## src/rtl/mem_ls_pkg.sv

```systemverilog
// Shared encodings and the alignment check for the load/store initiator.
package mem_ls_pkg;

  localparam logic [1:0] SZ_BYTE = 2'b00;
  localparam logic [1:0] SZ_HALF = 2'b01;
  localparam logic [1:0] SZ_WORD = 2'b10;

  typedef enum logic [2:0] {
    IDLE,
    LOAD,
    RMW_RD,
    WRITE,
    ERR,
    RESP
  } state_t;

  // Halfwords need an even address and words need a 4-byte aligned address.
  function automatic logic misaligned(input logic [1:0] size, input logic [1:0] lane);
    return ((size == SZ_HALF) && lane[0]) || ((size == SZ_WORD) && (lane != 2'b00));
  endfunction

endpackage

```

## src/rtl/mem_ls_lane.sv

```systemverilog
// Lane extraction with sign/zero extension for loads, and lane merge of new
// store data into a word read back from memory for sub-word stores.
module mem_ls_lane
  import mem_ls_pkg::*;
(
  input  logic [31:0] rd,
  input  logic [1:0]  lane,
  input  logic [1:0]  size,
  input  logic        sgn,
  input  logic [31:0] wdata,
  output logic [31:0] load_data,
  output logic [31:0] merge_data
);

  logic [7:0]  rd_byte;
  logic [15:0] rd_half;

  // Pick the addressed lane out of the word and extend it to 32 bits.
  always_comb begin
    rd_byte   = rd[{lane, 3'b000} +: 8];
    rd_half   = rd[{lane[1], 4'b0000} +: 16];
    load_data = 32'h0;
    case (size)
      SZ_BYTE: load_data = {{24{sgn & rd_byte[7]}}, rd_byte};
      SZ_HALF: load_data = {{16{sgn & rd_half[15]}}, rd_half};
      SZ_WORD: load_data = rd;
      default: load_data = 32'h0;
    endcase
  end

  // Overwrite only the addressed lane; the rest of the word is preserved.
  always_comb begin
    merge_data = rd;
    case (size)
      SZ_BYTE: merge_data[{lane, 3'b000} +: 8]     = wdata[7:0];
      SZ_HALF: merge_data[{lane[1], 4'b0000} +: 16] = wdata[15:0];
      SZ_WORD: merge_data = wdata;
      default: merge_data = rd;
    endcase
  end

endmodule

```

## src/rtl/mem_ls_initiator.sv

```systemverilog
// Load/store initiator between the MEM stage and a word-wide data memory.
// Sub-word stores are done as read-modify-write since the memory always
// writes a full word. Define MEM_LS_STATS_EN to add saturating counters.
//
// state  | meaning
// IDLE   | ready for a request; latches it on accept
// LOAD   | aligned address on memory, capture and extend the lane
// RMW_RD | aligned address on memory, merge new data into the read word
// WRITE  | mem_we high for this single cycle
// ERR    | misaligned or illegal size, no memory access
// RESP   | response held until resp_ready
module mem_ls_initiator
  import mem_ls_pkg::*;
#(
  parameter int ADDR_WIDTH = 12,
  parameter int BYTE_SIZE  = 4
) (
  input  logic                  clk,
  input  logic                  rst_n,
  input  logic                  req_valid,
  output logic                  req_ready,
  input  logic                  req_we,
  input  logic [1:0]            req_size,
  input  logic                  req_signed,
  input  logic [ADDR_WIDTH-1:0] req_addr,
  input  logic [31:0]           req_wdata,
  output logic                  resp_valid,
  input  logic                  resp_ready,
  output logic [31:0]           resp_rdata,
  output logic                  resp_err,
  output logic                  mem_we,
  output logic [ADDR_WIDTH-1:0] mem_addr,
  output logic [31:0]           mem_wd,
  input  logic [31:0]           mem_rd
`ifdef MEM_LS_STATS_EN
  ,
  output logic [15:0]           stat_loads,
  output logic [15:0]           stat_stores,
  output logic [15:0]           stat_errs
`endif
);

  if (BYTE_SIZE != 4) begin : g_bad_byte_size
    $error("mem_ls_initiator: BYTE_SIZE must be 4");
  end

  state_t      state;
  logic [1:0]  lat_size;
  logic        lat_signed;
  logic [1:0]  lat_lane;
  logic [31:0] lat_wdata;
  logic        mem_we_q;
  logic [31:0] load_data;
  logic [31:0] merge_data;

  mem_ls_lane u_lane (
    .rd         (mem_rd),
    .lane       (lat_lane),
    .size       (lat_size),
    .sgn        (lat_signed),
    .wdata      (lat_wdata),
    .load_data  (load_data),
    .merge_data (merge_data)
  );

  // Reset must never coincide with a memory write, even mid-WRITE.
  assign mem_we = mem_we_q & rst_n;

  // Request sequencing with registered handshake and memory outputs.
  always_ff @(posedge clk) begin
    if (!rst_n) begin
      state      <= IDLE;
      req_ready  <= 1'b1;
      resp_valid <= 1'b0;
      resp_rdata <= 32'h0;
      resp_err   <= 1'b0;
      mem_we_q   <= 1'b0;
      mem_addr   <= '0;
      mem_wd     <= 32'h0;
      lat_size   <= SZ_BYTE;
      lat_signed <= 1'b0;
      lat_lane   <= 2'b00;
      lat_wdata  <= 32'h0;
    end else begin
      case (state)
        IDLE: begin
          if (req_valid) begin
            req_ready  <= 1'b0;
            lat_size   <= req_size;
            lat_signed <= req_signed;
            lat_lane   <= req_addr[1:0];
            lat_wdata  <= req_wdata;
            mem_addr   <= {req_addr[ADDR_WIDTH-1:2], 2'b00};
            if ((req_size == 2'b11) || misaligned(req_size, req_addr[1:0])) begin
              state <= ERR;
            end else if (!req_we) begin
              state <= LOAD;
            end else if (req_size == SZ_WORD) begin
              mem_wd   <= req_wdata;
              mem_we_q <= 1'b1;
              state    <= WRITE;
            end else begin
              state <= RMW_RD;
            end
          end
        end
        LOAD: begin
          resp_rdata <= load_data;
          resp_valid <= 1'b1;
          state      <= RESP;
        end
        RMW_RD: begin
          mem_wd   <= merge_data;
          mem_we_q <= 1'b1;
          state    <= WRITE;
        end
        WRITE: begin
          mem_we_q   <= 1'b0;
          resp_valid <= 1'b1;
          state      <= RESP;
        end
        ERR: begin
          resp_err   <= 1'b1;
          resp_rdata <= 32'h0;
          resp_valid <= 1'b1;
          state      <= RESP;
        end
        RESP: begin
          if (resp_ready) begin
            resp_valid <= 1'b0;
            resp_err   <= 1'b0;
            resp_rdata <= 32'h0;
            req_ready  <= 1'b1;
            state      <= IDLE;
          end
        end
        default: state <= IDLE;
      endcase
    end
  end

`ifdef MEM_LS_STATS_EN
  logic stat_we_q;

  // Count completed transactions by type; errors only count as errors.
  always_ff @(posedge clk) begin
    if (!rst_n) begin
      stat_we_q   <= 1'b0;
      stat_loads  <= 16'h0;
      stat_stores <= 16'h0;
      stat_errs   <= 16'h0;
    end else begin
      if ((state == IDLE) && req_valid) begin
        stat_we_q <= req_we;
      end
      if ((state == RESP) && resp_ready) begin
        if (resp_err) begin
          if (stat_errs != 16'hFFFF) stat_errs <= stat_errs + 16'h1;
        end else if (stat_we_q) begin
          if (stat_stores != 16'hFFFF) stat_stores <= stat_stores + 16'h1;
        end else begin
          if (stat_loads != 16'hFFFF) stat_loads <= stat_loads + 16'h1;
        end
      end
    end
  end
`endif

endmodule

```

## config.mk

```make
export PLATFORM = sky130hd
export DESIGN_NAME = mem_ls_initiator
export DESIGN_NICKNAME = d
export VERILOG_FILES = /design/src/rtl/mem_ls_pkg.sv /design/src/rtl/mem_ls_lane.sv /design/src/rtl/mem_ls_initiator.sv
export SDC_FILE = /design/constraint.sdc
export NUM_CORES = 1
export LEC_CHECK = 0
export BUFFER_PORTS_ARGS = -buffer_cell sky130_fd_sc_hd__buf_2
export CORE_MARGIN = 2
export CORE_UTILIZATION = 45
export CTS_BUF_LIST = sky130_fd_sc_hd__clkbuf_8
export DETAILED_ROUTE_END_ITERATION = 10
export PLACE_DENSITY = 0.69
export SLEW_MARGIN = 40
export SYNTH_ARGS = -nofsm -noshare
export SYNTH_HDL_FRONTEND = slang
export SYNTH_SLANG_ARGS = --single-unit
```

## constraint.sdc

```tcl
create_clock -name clk -period 4.2 [get_ports clk]
set_input_delay 0.84 -clock clk [delete_from_list [all_inputs] [get_ports clk]]
set_output_delay 0.84 -clock clk [all_outputs]
set_load 0.005 [all_outputs]
```

==> impl_summary.md <==
Status
The flow ran to the end, and the final reports show no timing, DRC or antenna violations.

Setup path
Data arrives at the worst endpoint at 3660 ps. STA puts the critical path data required time at approximately 4600 ps. The internal reg-to-reg setup slack is 930 ps. The biggest fanout along the worst timing path is 20. The worst setup path is of the reg -> reg kind. The worst setup path is launched from a register.

The critical path capture point type is a register. The logic depth of the worst register-to-register path is 7.

Power and ir drop
The leakage power total is 0.00316 µW. The design internal power is about 2200 µW. The switching share of power is 29.8%. The sequential cell fraction of total power is between 40% and 50%. The share of total power dissipated in combinational logic is 18.5%. The worst IR drop on VDD is 287 µV. The power density normalized to cell area is 400 nW/µm².

The share of total power dissipated in the clock network is 41.1%. The reported net switching power is 937 µW.

Synth
The number of flops mapped to enable cells by yosys is 0. Of all flip-flops after synthesis, the portion carrying an async set or reset was 0%. After synthesis, the cell types taking the most area are sky130_fd_sc_hd__dfxtp_1, sky130_fd_sc_hd__nand2_1, sky130_fd_sc_hd__a21boi_0, sky130_fd_sc_hd__o21ai_0, sky130_fd_sc_hd__a21oi_1.

The warning count from the yosys run is 0. The dominant cell by count in the synthesized netlist is sky130_fd_sc_hd__nand2_1. The commonest cells after synthesis are sky130_fd_sc_hd__nand2_1, sky130_fd_sc_hd__dfxtp_1, sky130_fd_sc_hd__a21boi_0, sky130_fd_sc_hd__o21ai_0, sky130_fd_sc_hd__nor2_1. For this run, the register share of the synthesized area comes to 35.3%. The leading register cell type out of synthesis is sky130_fd_sc_hd__dfxtp_1.

In the synthesized netlist, the number of instances is 813. The cell area that synthesis handed to floorplanning was 6700 µm². The netlist uses 64 different library cells. After synthesis the netlist holds a flip-flop and latch count of 118. The average footprint of a synthesized cell is 8.24 µm². The area share of the largest cell type after synthesis is 35.3%.

The library cell with the largest summed area after synthesis is sky130_fd_sc_hd__dfxtp_1.

Drt
The via density per instance is 5.97. The detail route stage leaves a number of antenna-violating nets equal to 0. After detailed routing, the average wire length per cell comes to 19.9 µm. For this block, the routed nets add up to between 20 and 25 mm of wire. The count of vias placed by the detailed router is approximately 6700.

The initial detailed-routing violation count is 856. The number of remaining DRC errors is 0. The number of optimization iterations in the first detailed-route pass is 5.

CTS
Clock tree synthesis inserted a total of 17 buffers. Clock latency on the worst-skew pair, taken at its later pin, is 460 ps. After clock tree synthesis, the clock-pin slew on the worst setup and hold paths is approximately 70 ps.

After clock tree synthesis, the setup repair step added 0 buffers. The clock net in this run drives a total of 118 sinks. The cell at the root of the clock tree is sky130_fd_sc_hd__clkbuf_8. TritonCTS built the clock tree.

The H-tree was split into 4 levels. After clock tree synthesis, the flow added hold-fix buffers numbering 0. The quantity of gates resized following cts is 0. The number of buffers between clock root and the deepest sink is 2.

Placement
The total of buffers placed on input and output ports is between 150 and 200. The final RePlAce weighted congestion is ~0.94. The half-perimeter wire length after placement is 15.7 mm. After detailed placement, the design holds a cell count of 1093. OpenSTA, run right after detailed placement, puts the worst setup slack at between 1000 and 1500 ps.

Die
The floorplan step defined a die boundary enclosing 15900 µm². In this run the horizontal extent of the chip is 126 µm. The number of top-level pins is about 160. The core box area is 14500 µm².

Once the floorplan was initialized, standard cells occupied 46.1% of the core. The cell row count is 44. The die is 126 µm tall.

STA
The worst path setup slack after routing is roughly 930 ps. Based on the critical path, the design can be clocked at up to 306 MHz. The worst path in the final design needs a cycle of 3270 ps, including I/O delays and setup. Setup repair after global routing left no endpoint under its margin. The number of setup violations in the final report is 0. The hold violation count in the final report is 0.

The fraction of the cycle the final worst path needs is 77.9%. The worst setup skew after layout is between 8 and 9 ps. The worst-case headroom to the max-slew limit is 50.0%. For the pin with the worst max-slew slack, the measured transition is 748 ps. Adding up every negative setup slack in the final design gives 0 ps. The number of max-slew violations in the final report is 0.

Final layout
The post-route netlist has 26.8% of its cells at a drive strength greater than 1. Measured on the finished design, the core utilization comes to between 50% and 60%. The final instance count without filler cells is 1125. The number of nets in the layout is about 1000.

The repair_antennas step left the layout with diodes totalling 0. The area growth from synthesis to layout is 17.4%.

Run
The tool flagged a number of max-cap violations equal to 0.

GRT
The initial antenna violation count is 0. The all-layer global routing usage is 28.1%. Summed over all layers, the global routing overflow is 0. The wire length of the first global-routing pass is 34.8 mm. The number of global-route vias before repair is 6216. Entering global routing, the biggest net connects between 70 and 80 pins.

Worst hold path
Counting instances, the worst hold path has a depth of 1. The class of the tightest hold or removal check is reg -> reg.
[logic make-up (layout without fill, tap and decap cells)]
kind of cell	after synthesis	count (layout)	synth area share, %
multiplexers	28	28	4.61
adder cells (fa/ha/maj)	5	5	0.934
flip-flops	118	118	35.3
other	1	2	0.0560
AND/OR/NAND/NOR	278	278	19.9
buffers and inverters	91	218	7.60
AO/OA/AOI/OAI	292	292	31.6
[placed cells by master, fill, tap and decap left out, types with 3 or more instances in the layout]
| cell | instances |
|---|---|
| sky130_fd_sc_hd__o21ai_0 | 51 |
| sky130_fd_sc_hd__buf_2 | 161 |
| sky130_fd_sc_hd__nor2_1 | 49 |
| sky130_fd_sc_hd__nor3b_1 | 9 |
| sky130_fd_sc_hd__a32oi_1 | 22 |
| sky130_fd_sc_hd__nor2b_1 | 20 |
| sky130_fd_sc_hd__mux2i_1 | 8 |
| sky130_fd_sc_hd__nor3_1 | 14 |
| sky130_fd_sc_hd__nand2_1 | 140 |
| sky130_fd_sc_hd__a31oi_1 | 10 |
| sky130_fd_sc_hd__a222oi_1 | 5 |
| sky130_fd_sc_hd__clkbuf_8 | 19 |
| sky130_fd_sc_hd__a211oi_1 | 8 |
| sky130_fd_sc_hd__o221a_2 | 3 |
| sky130_fd_sc_hd__nand3_1 | 6 |
| sky130_fd_sc_hd__buf_4 | 11 |
| sky130_fd_sc_hd__a221o_1 | 8 |
| sky130_fd_sc_hd__clkinvlp_4 | 3 |
| sky130_fd_sc_hd__o211ai_1 | 4 |
| sky130_fd_sc_hd__nand4_1 | 8 |
| sky130_fd_sc_hd__a211o_1 | 8 |
| sky130_fd_sc_hd__a21boi_0 | 51 |
| sky130_fd_sc_hd__dfxtp_1 | 116 |
| sky130_fd_sc_hd__a311oi_1 | 3 |
| sky130_fd_sc_hd__a22oi_1 | 8 |
| sky130_fd_sc_hd__o221ai_1 | 16 |
| sky130_fd_sc_hd__inv_1 | 12 |
| sky130_fd_sc_hd__ha_1 | 5 |
| sky130_fd_sc_hd__clkinv_2 | 3 |
| sky130_fd_sc_hd__a21boi_2 | 7 |
| sky130_fd_sc_hd__o2bb2ai_1 | 16 |
| sky130_fd_sc_hd__a22o_1 | 8 |
| sky130_fd_sc_hd__bufinv_16 | 6 |
| sky130_fd_sc_hd__a21oi_1 | 45 |
| sky130_fd_sc_hd__a21boi_1 | 8 |
| sky130_fd_sc_hd__and3b_1 | 8 |
| sky130_fd_sc_hd__nand2b_1 | 7 |
| sky130_fd_sc_hd__mux2_2 | 19 |
[critical path, cell delays in order, from the launching register on]
cell	delay [ps]
sky130_fd_sc_hd__dfxtp_1	780
sky130_fd_sc_hd__clkinv_1	490
sky130_fd_sc_hd__ha_1	480
sky130_fd_sc_hd__nor3b_2	510
sky130_fd_sc_hd__and3_1	460
sky130_fd_sc_hd__a221o_1	210
sky130_fd_sc_hd__o221ai_1	130
sky130_fd_sc_hd__a21boi_1	150
[registers in the layout, summed over array words and instances (netlist names)]
name        flops
lat_lane        2
lat_signed      1
lat_size        2
lat_wdata      32
mem_addr       10
mem_wd         32
mem_we_q        1
req_ready       1
resp_err        1
resp_rdata     32
resp_valid      1
state           3
[power groups by stage]
stage	Combinational (µW)	Sequential [µW]	Clock, µW
CTS	576	1270	1300
global placement	569	1290	0
detailed placement	574	1300	0
finish	581	1270	1290
floorplan	425	1250	0
global route	640	1280	1360
[cell type report]
class,instances,area [µm²]
clock buffer,19,262
clock inverter,13,226
fill,1465,6670
inverter,14,55.1
multi-input combinational,605,3840
sequential,118,2360
tap,184,230
timing repair buffer,172,888
[metrics by stage]
step	power [µW]	area [µm²]	hold WS (ps)
finish	3140	7870	460
global route	3280	7870	480
CTS	3150	7870	463
detailed placement	1870	7380	443
floorplan	1680	6700	441
global placement	1860	7380	444
[worst paths after layout]
kind                                startpoint              to
worst max register to register     lat_lane[0]      mem_wd[10]
worst min-delay path            resp_rdata[21]  resp_rdata[21]
worst min register to register  resp_rdata[21]  resp_rdata[21]
worst max-delay path               lat_lane[0]      mem_wd[10]
[layer usage]
layer	share of wire [%]	up-vias	GRT usage, %
met5	0	-	0
met4	3.3	0	12.0
met3	8.5	53	8.11
met2	45	293	43.3
met1	43	3166	36.8
li1	-	3199	-
Power figures use the tool's default switching activity.
